**src/rtl/dcache_mem.sv**
```systemverilog
// dcache_mem: quad-SPI SRAM sequencer for dcache line write-back and fill.
// Optional power-up quad-mode entry sequence under `DCACHE_MEM_INIT_EN.
module dcache_mem #(
  parameter int          PA     = 22,
  parameter int          DUMMY  = 4,
  parameter logic [7:0]  CMD_RD = 8'hEB,
  parameter logic [7:0]  CMD_WR = 8'h38
) (
  input  logic          clk,
  input  logic          reset,
  input  logic          access,
  input  logic          fault,
  input  logic          push,
  input  logic          pull,
  input  logic [PA-3:0] tag,
  input  logic [3:0]    dwrite,
  output logic [3:0]    dread,
  output logic          wstrobe_d,
  output logic          rstrobe_d,
  output logic          busy,
  output logic          mem_cs_n,
  output logic          mem_sck_en,
  output logic          mem_oe,
  output logic [3:0]    mem_out,
  input  logic [3:0]    mem_in
);

  typedef enum logic [2:0] {
    S_INIT,
    S_IDLE,
    S_CMD,
    S_ADDR,
    S_DUMMY,
    S_DATA,
    S_TURN
  } state_t;

`ifdef DCACHE_MEM_INIT_EN
  localparam state_t RST_ST = S_INIT;
`else
  localparam state_t RST_ST = S_IDLE;
`endif

  localparam logic [3:0] DUMMY_LAST = 4'(DUMMY - 1);
  localparam logic       HAS_DUMMY  = (DUMMY > 0);

  state_t        state;
  state_t        state_nx;
  logic [3:0]    cnt;
  logic          op;
  logic [PA-3:0] a_tag;
  logic [31:0]   sh;
  logic          start;
  logic          last;
  logic [23:0]   addr;

  assign start = (state == S_IDLE) && access && !fault
               && (push || pull);
  assign addr  = {{(24-PA){1'b0}}, tag, 2'b00};

  always_comb begin
    last = 1'b1;
    case (state)
      S_INIT:  last = (cnt == 4'd7);
      S_CMD:   last = (cnt == 4'd1);
      S_ADDR:  last = (cnt == 4'd5);
      S_DUMMY: last = (cnt == DUMMY_LAST);
      S_DATA:  last = (cnt == 4'd7);
      default: last = 1'b1;
    endcase
  end

  always_ff @(posedge clk) begin
    if (reset) state <= RST_ST;
    else       state <= state_nx;
  end

  always_comb begin
    state_nx = state;
    case (state)
      S_INIT:  if (last) state_nx = S_TURN;
      S_IDLE:  if (start) state_nx = S_CMD;
      S_CMD:   if (last) state_nx = S_ADDR;
      S_ADDR:
        if (last)
          state_nx = (!op && HAS_DUMMY) ? S_DUMMY : S_DATA;
      S_DUMMY: if (last) state_nx = S_DATA;
      S_DATA:  if (last) state_nx = S_TURN;
      S_TURN:  state_nx = S_IDLE;
      default: state_nx = S_IDLE;
    endcase
  end

  // cnt restarts from zero on every state change
  always_ff @(posedge clk) begin
    if (reset)                 cnt <= 4'd0;
    else if (state_nx != state) cnt <= 4'd0;
    else if (state != S_IDLE)  cnt <= cnt + 4'd1;
  end

  // sh holds {command, address} nibble stream, or the init byte
  always_ff @(posedge clk) begin
    if (reset) begin
      op    <= 1'b0;
      a_tag <= '0;
      sh    <= {8'h35, 24'h0};
    end else if (start) begin
      op    <= push;
      a_tag <= tag;
      sh    <= {push ? CMD_WR : CMD_RD, addr};
    end else if (state == S_INIT) begin
      sh <= {sh[30:0], 1'b0};
    end else if (state == S_CMD || state == S_ADDR) begin
      sh <= {sh[27:0], 4'h0};
    end
  end

  assign dread = mem_in;

  always_comb begin
    wstrobe_d  = 1'b0;
    rstrobe_d  = 1'b0;
    busy       = (state != S_IDLE);
    mem_cs_n   = 1'b1;
    mem_sck_en = 1'b0;
    mem_oe     = 1'b0;
    mem_out    = 4'h0;
    case (state)
      S_INIT: begin
        mem_cs_n   = 1'b0;
        mem_sck_en = 1'b1;
        mem_oe     = 1'b1;
        mem_out    = {3'b000, sh[31]};
      end
      S_CMD, S_ADDR: begin
        mem_cs_n   = 1'b0;
        mem_sck_en = 1'b1;
        mem_oe     = 1'b1;
        mem_out    = sh[31:28];
      end
      S_DUMMY: begin
        mem_cs_n   = 1'b0;
        mem_sck_en = 1'b1;
      end
      S_DATA: begin
        mem_cs_n   = 1'b0;
        mem_sck_en = 1'b1;
        wstrobe_d  = !op;
        rstrobe_d  = op;
        mem_oe     = op;
        mem_out    = op ? dwrite : 4'h0;
      end
      default: ;
    endcase
  end

  logic unused;
  assign unused = ^a_tag;

endmodule
```
**config.mk**
```make
export PLATFORM = sky130hd
export DESIGN_NAME = dcache_mem
export DESIGN_NICKNAME = d
export VERILOG_FILES = /design/src/rtl/dcache_mem.sv
export SDC_FILE = /design/constraint.sdc
export NUM_CORES = 1
export LEC_CHECK = 0
export BUFFER_PORTS_ARGS = -buffer_cell sky130_fd_sc_hd__buf_4
export CAP_MARGIN = 20
export CORE_MARGIN = 10
export CORE_UTILIZATION = 57
export CTS_BUF_LIST = sky130_fd_sc_hd__clkbuf_2 sky130_fd_sc_hd__clkbuf_4 sky130_fd_sc_hd__clkbuf_8
export CTS_CLUSTER_SIZE = 40
export DETAILED_ROUTE_END_ITERATION = 8
export PLACE_DENSITY = 0.92
export SYNTH_ARGS = -nofsm -noshare
export SYNTH_HDL_FRONTEND = slang
export SYNTH_SLANG_ARGS = --single-unit
```
**constraint.sdc**
```tcl
create_clock -name clk -period 2.1 [get_ports clk]
set_clock_uncertainty 0.1 [all_clocks]
set_input_delay 0.315 -clock clk [delete_from_list [all_inputs] [get_ports clk]]
set_output_delay 0.315 -clock clk [all_outputs]
set_load 0.02 [all_outputs]
```
==> metrics.txt, run 1 <==
WL final 7100 um; CP max FO 24; largest net degree at the start of global routing 34; Compound-Gate Fraction of Synth Area 0.370; Syn Inst Count 304; clock sink count 38; post-synthesis mux area share 0.0121; total CTS buffers 5; part of the power in registers 0.439; total die area around 7400 um2; fmax 0.496 GHz; crit-path most repeated cell buf_4; antenna-violating nets left 0; crit-path cells buf_4 > nor2_1 > or2_2 > buf_4; maximum VDD drop 0.336 mV; CTS tree done; Initial Utilization 0.604; synthesized flop and latch total 38; Switching Share 0.357; HP Start tag[0]; Tightest Hold Check Type input pin to register; Ys Warns 0; RSZ-0062 raised after global routing true; Setup CP Type register to output pin; post-synth cell types 56; Routed WL per cell between 15 and 20 um; vias in the first global route 2,376; drt drc 0; R2R Path Start state[2]$_SDFF_PP0_; relative max-transition margin 0.597; area delta synth->final 14.6%; Psw 0.734 mW; H-tree lvl count 2; Worst-Margin Slew 0.604 ns; Worst EP arrival 1.60 ns; biggest area consumer among synthesized cells dfxtp_1; final core occ 0.693; Slowest-stage cell, CP dfxtp_1; clock power share 0.240; Skew-Pair Late Insertion Delay slightly below 0.3 ns; Lkg Pwr 1.12 nW; CP peak stage delay 0.40 ns; Synth Area in Simple Gates 0.177; GR Overflow Total 0; Placement Rows 23; Final setup viols 0; Die Y 86.0 um; Top FF cell, synth dfxtp_1; DR pass1 iterations 6; sequential-to-total area share from yosys stat 0.306; via density per instance between 6 and 7; initial antenna violation count 0; adder-cell share of the synthesized area 0.00503; Layout Nets 369; port bufs 39; DP Area approximately 2800 um2; global-route wire length before repair approximately 11,000 um; largest cells by area after synthesis dfxtp_1, a21oi_1, a211oi_1; root buffer cell clkbuf_8; Critical Path RT 1.68 ns; Hold Fails Final Rpt 0; final non-filler cell area roughly 2900 um2; Synth top area share 0.306; combinational group share of total power 0.322; diodes inserted 0; core region area approximately 4000 um2; Cell Area, Synth 2490 um2; top cells by count, synth dfxtp_1, a21oi_1, nand2_1; asr flop ratio synth 0; IO Pins 48; Placed Instances ~380; hold slack 0.175 ns; cell with the most instances after synthesis dfxtp_1; global-route usage over all layers 0.184; post-DP HPWL 4990 um; Power per Cell Area 720 nW/um2; Max-Cap Viols 0; outcome completed; non-filler cells, final 384; period utilization 0.960; GPL Wtd Cong a little over 0.9; XOR/XNOR Fraction of Synth Area 0.0176; routed vias 2,530; syn_nets 339; CTS Hold Bufs 0; Int Pwr 1.32 mW; die width approximately 86 um; Post-Synthesis Mean Instance Area a little over 8 um2; CP startpoint state[2]$_SDFF_PP0_; clock-pin slew on the worst setup and hold paths roughly 0.080 ns; Clock Path Buffers 2; share of cells above drive strength 1 0.257; CP Capture Type output pin; Startpoint Class register; combinational family with the most area after synthesis compound AO/OA/AOI/OAI gates; fin crit period 2.02 ns; Setup TNS Final 0 ns; EDFF count, synth 0; Max Slew Vio Count 0; Iter 0 DRT Violations 285
## path summary, 6_finish.rpt
path	to	depth (start not counted)	slack, ns
worst max-delay path	mem_oe	4	0.08
worst min-delay path	sh[2]$_SDFFE_PP0P_	3	0.18
worst max register to register	sh[23]$_SDFFE_PP0P_	4	0.28
worst min register to register	sh[5]$_SDFFE_PP0P_	2	0.39
## power groups by stage
stage | registers (mW) | logic, mW | clock network (mW)
2_1_floorplan | 0.877 | 0.499 | 0
3_3_place_gp | 0.906 | 0.627 | 0
3_5_place_dp | 0.911 | 0.644 | 0
4_1_cts | 0.895 | 0.650 | 0.494
5_1_grt | 0.909 | 0.715 | 0.528
6_report | 0.900 | 0.661 | 0.492
## flip-flops by register name (all words and copies together) (netlist names)
register / flops
op: 1
state: 3
cnt: 4
sh: 30
## layout make-up
| type | instances | area [um2] |
|---|---|---|
| Sequential cell | 38 | 766 |
| Tap cell | 50 | 62.6 |
| Clock buffer | 5 | 68.8 |
| Clock inverter | 2 | 10.0 |
| Timing Repair Buffer | 53 | 398 |
| Multi-Input combinational cell | 213 | 1460 |
| Fill cell | 326 | 1260 |
| Inverter | 23 | 86.3 |
## critical path, delay by kind of cell (launching register included)
kind	cells	cell delay (ns)
flops	1	0.40
buf+inv	2	0.46
simple gates	2	0.44
## cells by family (layout without fill, tap and decap cells)
| logic type | Yosys count | after routing |
|---|---|---|
| mux | 3 | 3 |
| buf+inv | 53 | 83 |
| fa+ha+maj | 1 | 1 |
| simple gates | 82 | 82 |
| compound gates | 122 | 122 |
| xor+xnor | 5 | 5 |
| flops | 38 | 38 |
## metrics by stage
step / worst slack, ns / total power, mW
floorplan: 0.182 / 1.38
global placement: 0.267 / 1.53
detailed placement: 0.219 / 1.56
CTS: 0.0200 / 2.04
global route: -0.00760 / 2.15
finish: 0.0849 / 2.05
## per-layer routing
metal  vias up  part of all wire  track usage
met4         0             0.021       0.0793
met5         -                 0            0
met3        21              0.10       0.0482
met1      1187              0.41        0.227
met2       130              0.47        0.291
li1       1192                 -            -
## layout by cell type (no fill, tap or decap), drive strengths merged, types with 5 or more instances in the layout
cell type and count:
dfxtp 38, nand2 26, o32ai 17, clkbuf 5, a22oi 13, nor2 15
nor3b 6, o21ai 17, inv 23, nor2b 7, buf 53, a211oi 16
a21oi 32, nor3 9
## what timing repair did
| action | 4_1_cts | 5_1_grt |
|---|---|---|
| pin swaps | 0 | 1 |
| buffers inserted | 0 | 1 |
| setup endpoints to repair | 5 | 5 |
| resized for setup | 1 | 4 |
No activity file was read; power rests on OpenSTA's default activity.
==> run 2: changes to the inputs <==
--- a/config.mk
+++ b/config.mk
@@ -5,10 +5,11 @@
 export SDC_FILE = /design/constraint.sdc
 export NUM_CORES = 1
 export LEC_CHECK = 0
+export ABC_AREA = 1
 export BUFFER_PORTS_ARGS = -buffer_cell sky130_fd_sc_hd__buf_4
 export CAP_MARGIN = 20
 export CORE_MARGIN = 10
-export CORE_UTILIZATION = 57
+export CORE_UTILIZATION = 56
 export CTS_BUF_LIST = sky130_fd_sc_hd__clkbuf_2 sky130_fd_sc_hd__clkbuf_4 sky130_fd_sc_hd__clkbuf_8
 export CTS_CLUSTER_SIZE = 40
 export DETAILED_ROUTE_END_ITERATION = 8
==> metrics.txt, run 2 <==
H-tree lvl count 2 (unchanged); Cell Area, Synth 2180 um2 (-12%); Max-Cap Viols 0 (unchanged); largest net degree at the start of global routing 26 (-24%); share of cells above drive strength 1 0.259 (+0.00199); Top FF cell, synth dfxtp_1; Initial Utilization 0.586 (-0.0183); Die Y 82.4 um (-4.3%); root buffer cell clkbuf_8; fin crit period 1.93 ns (-0.0828 ns); diodes inserted 0 (unchanged); commonest non-fill, non-tap cell in the layout nand2_1; Placement Rows 22 (-4.3%); biggest area consumer among synthesized cells dfxtp_1; Startpoint Class register; maximum VDD drop 0.857 mV (+160%); Clock Path Buffers 2 (unchanged); period utilization 0.920 (-0.0394); HP Start tag[6]; post-synth cell types 34 (-39%); fmax 0.518 GHz (+4.3%); drt drc 0 (unchanged); synthesized flop and latch total 38 (unchanged); CP max FO 25 (+4.2%); Power per Cell Area 1540 nW/um2 (+110%); GPL Wtd Cong 0.874 (-5.8%); largest cells by area after synthesis dfxtp_1, nand2_1, o21ai_0; most frequent cells in the layout nand2_1, buf_4, dfxtp_1, inv_1, o21ai_0; CP startpoint state[2]$_SDFF_PP0_; RSZ-0062 raised after global routing false; Final setup viols 0 (unchanged); Synth top area share 0.349 (+0.0434); CTS Hold Bufs 0 (unchanged); IO Pins 48 (unchanged); total CTS buffers 5 (unchanged); initial antenna violation count 0 (unchanged); vias in the first global route 2,091 (-12%); Iter 0 DRT Violations 359 (+26%); Setup CP Type register to output pin; total die area 6780 um2 (-8.4%); sequential-to-total area share from yosys stat 0.349 (+0.0434); CTS tree done; Worst EP arrival 1.52 ns (-0.08 ns); clock-pin slew on the worst setup and hold paths 0.07 ns (about the same); largest register by flop count sh; final core occ 0.704 (+0.0114); Max Slew Vio Count 0 (unchanged); outcome completed; global-route wire length before repair 9360 um (-18%); die width 82.4 um (-4.3%); relative max-transition margin 0.724 (+0.127); area delta synth->final 20.2%; GR Overflow Total 0 (unchanged); Worst-Margin Slew 0.414 ns (-0.190 ns); Skew-Pair Late Insertion Delay 0.31 ns (+0.02 ns); routed vias 2,293 (-9.4%); EDFF count, synth 0 (unchanged); global-route usage over all layers 0.174 (-0.00909); Tightest Hold Check Type input pin to register; Min-Delay Endpoint sh[8]$_SDFFE_PP0P_; cell with the most instances after synthesis nand2_1; DR pass1 iterations 5 (-1); Largest regs sh (30), cnt (4), state (3); port bufs 39 (unchanged); Lkg Pwr 1.15 nW (+2.0%); asr flop ratio synth 0 (unchanged); Hold Fails Final Rpt 0 (unchanged); r2r worst-path depth 9 (+5); R2R Setup Slk 0.23 ns (-0.05 ns); max FFs per register 30 (unchanged); clock sink count 38 (unchanged); WL final 5750 um (-19%); Ys Warns 0 (unchanged); Routed WL per cell 14.7 um (-21%); R2R Path Start state[2]$_SDFF_PP0_; hold path depth 3 (unchanged); post-DP HPWL 4220 um (-16%); RR Endpoint sh[30]$_SDFFE_PP0P_; top cells by count, synth nand2_1, dfxtp_1, inv_1; Setup TNS Final 0 ns (unchanged); antenna-violating nets left 0 (unchanged); Layout Nets 378 (+2.4%); syn_nets 344 (+1.5%); CP Capture Type output pin; setup bufs post-CTS 0 (unchanged); via density per instance 5.86 (-11%); Post-Synthesis Mean Instance Area 7.05 um2 (-14%); core region area 3720 um2 (-9.7%); Syn Inst Count 309 (+1.6%); Critical Path RT 1.68 ns (about the same)
-- run 2: changes by cell type in the layout (fill, tap and decap cells not counted), sizes merged, moves of 12 or more --
cell,previous run,this run
nand2,26,66
o32ai,17,0
nor2,15,31
o211ai,0,15
a22oi,13,1
a211oi,16,1
a21oi,32,14
-- run 2: cells by family after synthesis --
| family | after synthesis | synth area share |
|---|---|---|
| AOI/OAI and AO/OA | 83 | 0.239 |
| adders and majority gates | 1 | 0.00575 |
| xor gates and xnor gates | 3 | 0.0121 |
| buffers and inverters | 57 | 0.124 |
| and+or+nand+nor | 127 | 0.270 |
| DFF | 38 | 0.349 |
-- run 2: metrics by stage --
| stage | power, mW | instances | worst slack, ns | instance area, um2 | hold slack, ns |
|---|---|---|---|---|---|
| floorplan | 2.78 | 309 | 0.218 | 2180 | 0.293 |
| global placement | 3.27 | 384 | 0.190 | 2480 | 0.351 |
| detailed placement | 3.33 | 384 | 0.106 | 2480 | 0.355 |
| CTS | 3.99 | 391 | 0.0183 | 2590 | 0.160 |
| global route | 4.33 | 391 | 0.0326 | 2620 | 0.186 |
| finish | 4.04 | 391 | 0.168 | 2620 | 0.158 |
-- run 2: cell type report --
type,count,area [um2]
clock buffers,6,82.6
clock inverters,1,30.0
fillers,315,1100
inverters,35,148
multi-input cells,214,1160
flip-flops and latches,38,764
well taps,48,60.1
repair buffers,49,372
-- run 2: worst max-delay path by stage --
stage | slack, ns | cells after the start | to
6_report | 0.17 | 5 | mem_out[0]
5_1_grt | 0.03 | 13 | cnt[3]$_SDFFE_PP0N_
4_1_cts | 0.02 | 5 | mem_out[3]
3_5_place_dp | 0.11 | 13 | cnt[2]$_SDFFE_PP0N_
3_3_place_gp | 0.19 | 13 | cnt[1]$_SDFFE_PP0N_
2_1_floorplan | 0.22 | 13 | cnt[0]$_SDFFE_PP0N_
-- run 2: repair_timing --
action                                  4_1_cts  5_1_grt
hold endpoints to repair                      0        0
endpoints found under the setup margin        0       24
resized for setup                             0        9
-- run 2: critical path, cell delays in order (launching register included) --
cell     delay [ns]
dfxtp_2        0.36
inv_2          0.14
nand3_2        0.17
buf_6          0.21
o21ai_0        0.16
buf_4          0.17
-- run 2: power breakdown --
part | switching (mW) | leakage [nW] | internal (mW)
Combinational | 1.32 | 0.775 | 0.840
Sequential | 0.221 | 0.313 | 1.01
Clock | 0.267 | 0.0573 | 0.380
Total | 1.81 | 1.15 | 2.23
-- run 2: routing by layer --
metal  global-route usage  vias up  part of all wire
met4               0.0714        0             0.029
met5                    0        -                 0
met1                0.209     1024              0.42
met3               0.0648       21              0.10
met2                0.275      137              0.45
li1                     -     1111                 -
==> run 3: changes to the inputs <==
==> config.mk (replaced) <==
export PLATFORM = sky130hd
export DESIGN_NAME = dcache_mem
export DESIGN_NICKNAME = d
export VERILOG_FILES = /design/src/rtl/dcache_mem.sv
export SDC_FILE = /design/constraint.sdc
export NUM_CORES = 1
export LEC_CHECK = 0
export ABC_AREA = 1
export CAP_MARGIN = 20
export CORE_MARGIN = 10
export CORE_UTILIZATION = 65
export CTS_BUF_LIST = sky130_fd_sc_hd__clkbuf_2 sky130_fd_sc_hd__clkbuf_4 sky130_fd_sc_hd__clkbuf_8
export CTS_CLUSTER_SIZE = 40
export DETAILED_ROUTE_END_ITERATION = 8
export DONT_BUFFER_PORTS = 1
export MAX_ROUTING_LAYER = met4
export PLACE_DENSITY = 0.91
export SYNTH_ARGS = -nofsm -noshare
export SYNTH_HDL_FRONTEND = slang
export SYNTH_SLANG_ARGS = --single-unit
==> metrics.txt, run 3 (synthesis gave the netlist of run 2 again) <==
Placement Rows 20 (-9.1%); final worst slack 0.145 ns (-0.0224 ns); outcome finished with violations; R2R Path Start state[2]$_SDFF_PP0_; Die Y 77.9 um (-5.4%); Max Slew Vio Count 0 (unchanged); CTS tree done; CP peak stage delay 0.45 ns (+0.09 ns); combinational group share of total power 0.527 (-0.008); Initial Utilization 0.696 (+0.110); R2R Setup Slk 0.21 ns (-0.02 ns); antenna-violating nets left 0 (unchanged); fmax 0.512 GHz (-1.1%); Final setup viols 0 (unchanged); core region area 3130 um2 (-16%); Lkg Pwr 1.03 nW (-10%); CP Capture Type output pin; relative max-transition margin 0.655 (-0.0693); share of cells above drive strength 1 0.179 (-0.0802); Filler cells 224 (-29%); part of the power in registers 0.310 (+0.005); Routed WL per cell 15.4 um (+4.7%); non-filler cells, final 362 (-7.4%); port bufs 0 (-100%); CP startpoint state[0]$_SDFF_PP1_; hold slack -0.000249 ns (-0.158 ns); GPL Wtd Cong 0.906 (+3.6%); routed vias 2,223 (-3.1%); period utilization 0.931 (+0.0107); clock-pin slew on the worst setup and hold paths 0.12 ns (+0.05 ns); commonest non-fill, non-tap cell in the layout nand2_1; final non-filler cell area 2420 um2 (-7.3%); maximum VDD drop 0.958 mV (+12%); most frequent cells in the layout nand2_1, dfxtp_1, inv_1, nor2_1, o21ai_0; Slowest-stage cell, CP dfxtp_2; Post-Place Setup Slack 0.222 ns (+0.116 ns); initial antenna violation count 0 (unchanged); Largest regs sh (30), cnt (4), state (3); root buffer cell clkbuf_4; fin crit period 1.95 ns (+0.0224 ns); H-tree lvl count 2 (unchanged); largest net degree at the start of global routing 28 (+7.7%); area delta synth->final 11.4%; Worst-Margin Slew 0.516 ns (+0.103 ns); Setup TNS Final 0 ns (unchanged); clock power share 0.163 (+0.003); Int Pwr 2.22 mW (-0.48%); clock sink count 38 (unchanged); RSZ-0062 raised after global routing false; Placed Instances 350 (-8.9%); Iter 0 DRT Violations 359 (unchanged); drt drc 0 (unchanged); Worst EP arrival 1.54 ns (+0.02 ns); Max-Cap Viols 0 (unchanged); Power, Total 4.01 mW (-0.69%); global-route usage over all layers 0.189 (+0.0144); via density per instance 6.14 (+4.7%); RR Endpoint sh[30]$_SDFFE_PP0P_; Clock Path Buffers 2 (unchanged); post-DP HPWL 4110 um (-2.5%); max FFs per register 30 (unchanged); crit-path most repeated cell buf_4; vias in the first global route 2,133 (+2.0%); setup bufs post-CTS 0 (unchanged); Power per Cell Area 1650 nW/um2 (+7.1%); Critical Path RT 1.68 ns (about the same); DP Area 2250 um2 (-9.3%); failing checks negative hold slack; Setup crit end mem_out[0]; DR pass1 iterations 5 (unchanged); final core occ 0.775 (+0.0712); largest register by flop count sh; GR Overflow Total 0 (unchanged); die width 77.9 um (-5.4%); Tightest Hold Check Type input pin to register; Skew-Pair Late Insertion Delay 0.35 ns (+0.04 ns); total CTS buffers 5 (unchanged); Layout Nets 352 (-6.9%); diodes inserted 0 (unchanged); Hold Fails Final Rpt 1 (+1); crit-path cells inv_2 > nand3_2 > buf_4 > o21ai_1 > buf_4; Switching Share 0.447 (-0.00118); global-route wire length before repair 9500 um (+1.5%); Setup CP Type register to output pin; Startpoint Class register; WL final 5570 um (-3.0%); CP max FO 27 (+8.0%); r2r worst-path depth 7 (-2); IO Pins 48 (unchanged); Psw 1.79 mW (-0.95%); total die area 6060 um2 (-11%)
==> run 3: worst min path at each step <==
stage / from / endpoint / slack, ns / cells after the start
after global placement: reset / sh[2]$_SDFFE_PP0P_ / 0.29 / 1
final: tag[13] / sh[15]$_SDFFE_PP0P_ / -0.0002 / 2
after global routing: tag[14] / sh[16]$_SDFFE_PP0P_ / 0.005 / 2
after CTS: tag[19] / sh[21]$_SDFFE_PP0P_ / 0.0008 / 2
after floorplan: reset / sh[27]$_SDFFE_PP0P_ / 0.29 / 1
after detailed placement: reset / sh[2]$_SDFFE_PP0P_ / 0.29 / 1
==> run 3: what timing repair did <==
| action | in CTS | in global routing |
|---|---|---|
| setup endpoints to repair | 5 | 13 |
| gates resized for setup | 2 | 7 |
| hold buffers | 1 | 3 |
| hold endpoints to repair | 13 | 3 |
| pin swaps | 0 | 0 |
==> run 3: per-layer routing <==
| metal | GRT usage | share of wire | up-vias |
|---|---|---|---|
| met3 | 0.0657 | 0.10 | 27 |
| met5 | - | 0 | - |
| met2 | 0.277 | 0.43 | 120 |
| met1 | 0.235 | 0.45 | 1014 |
| li1 | - | - | 1062 |
| met4 | 0.0639 | 0.022 | 0 |
==> run 3: power by group through the flow <==
stage | clock network [mW] | registers [mW] | logic (mW)
after floorplan | 0 | 1.15 | 1.64
after global placement | 0 | 1.22 | 1.99
after detailed placement | 0 | 1.23 | 2.06
after CTS | 0.656 | 1.21 | 2.08
after global routing | 0.694 | 1.27 | 2.38
final | 0.654 | 1.24 | 2.12
==> run 3: final cells by class <==
cell class	instances	area [um2]	area share
tap	44	55.1	0.0227
clock buffer	6	51.3	0.0212
clock inverter	2	60.1	0.0248
timing repair buffer	23	183	0.0753
inverter	35	144	0.0593
sequential	38	767	0.316
multi-input combinational	214	1160	0.480
==> run 3: worst max-delay path: cells and delay by family, from the launching register on <==
| family | cells | cell delay [ns] |
|---|---|---|
| buf+inv | 3 | 0.53 |
| simple gates | 1 | 0.11 |
| compound gates | 1 | 0.08 |
| flops | 1 | 0.45 |
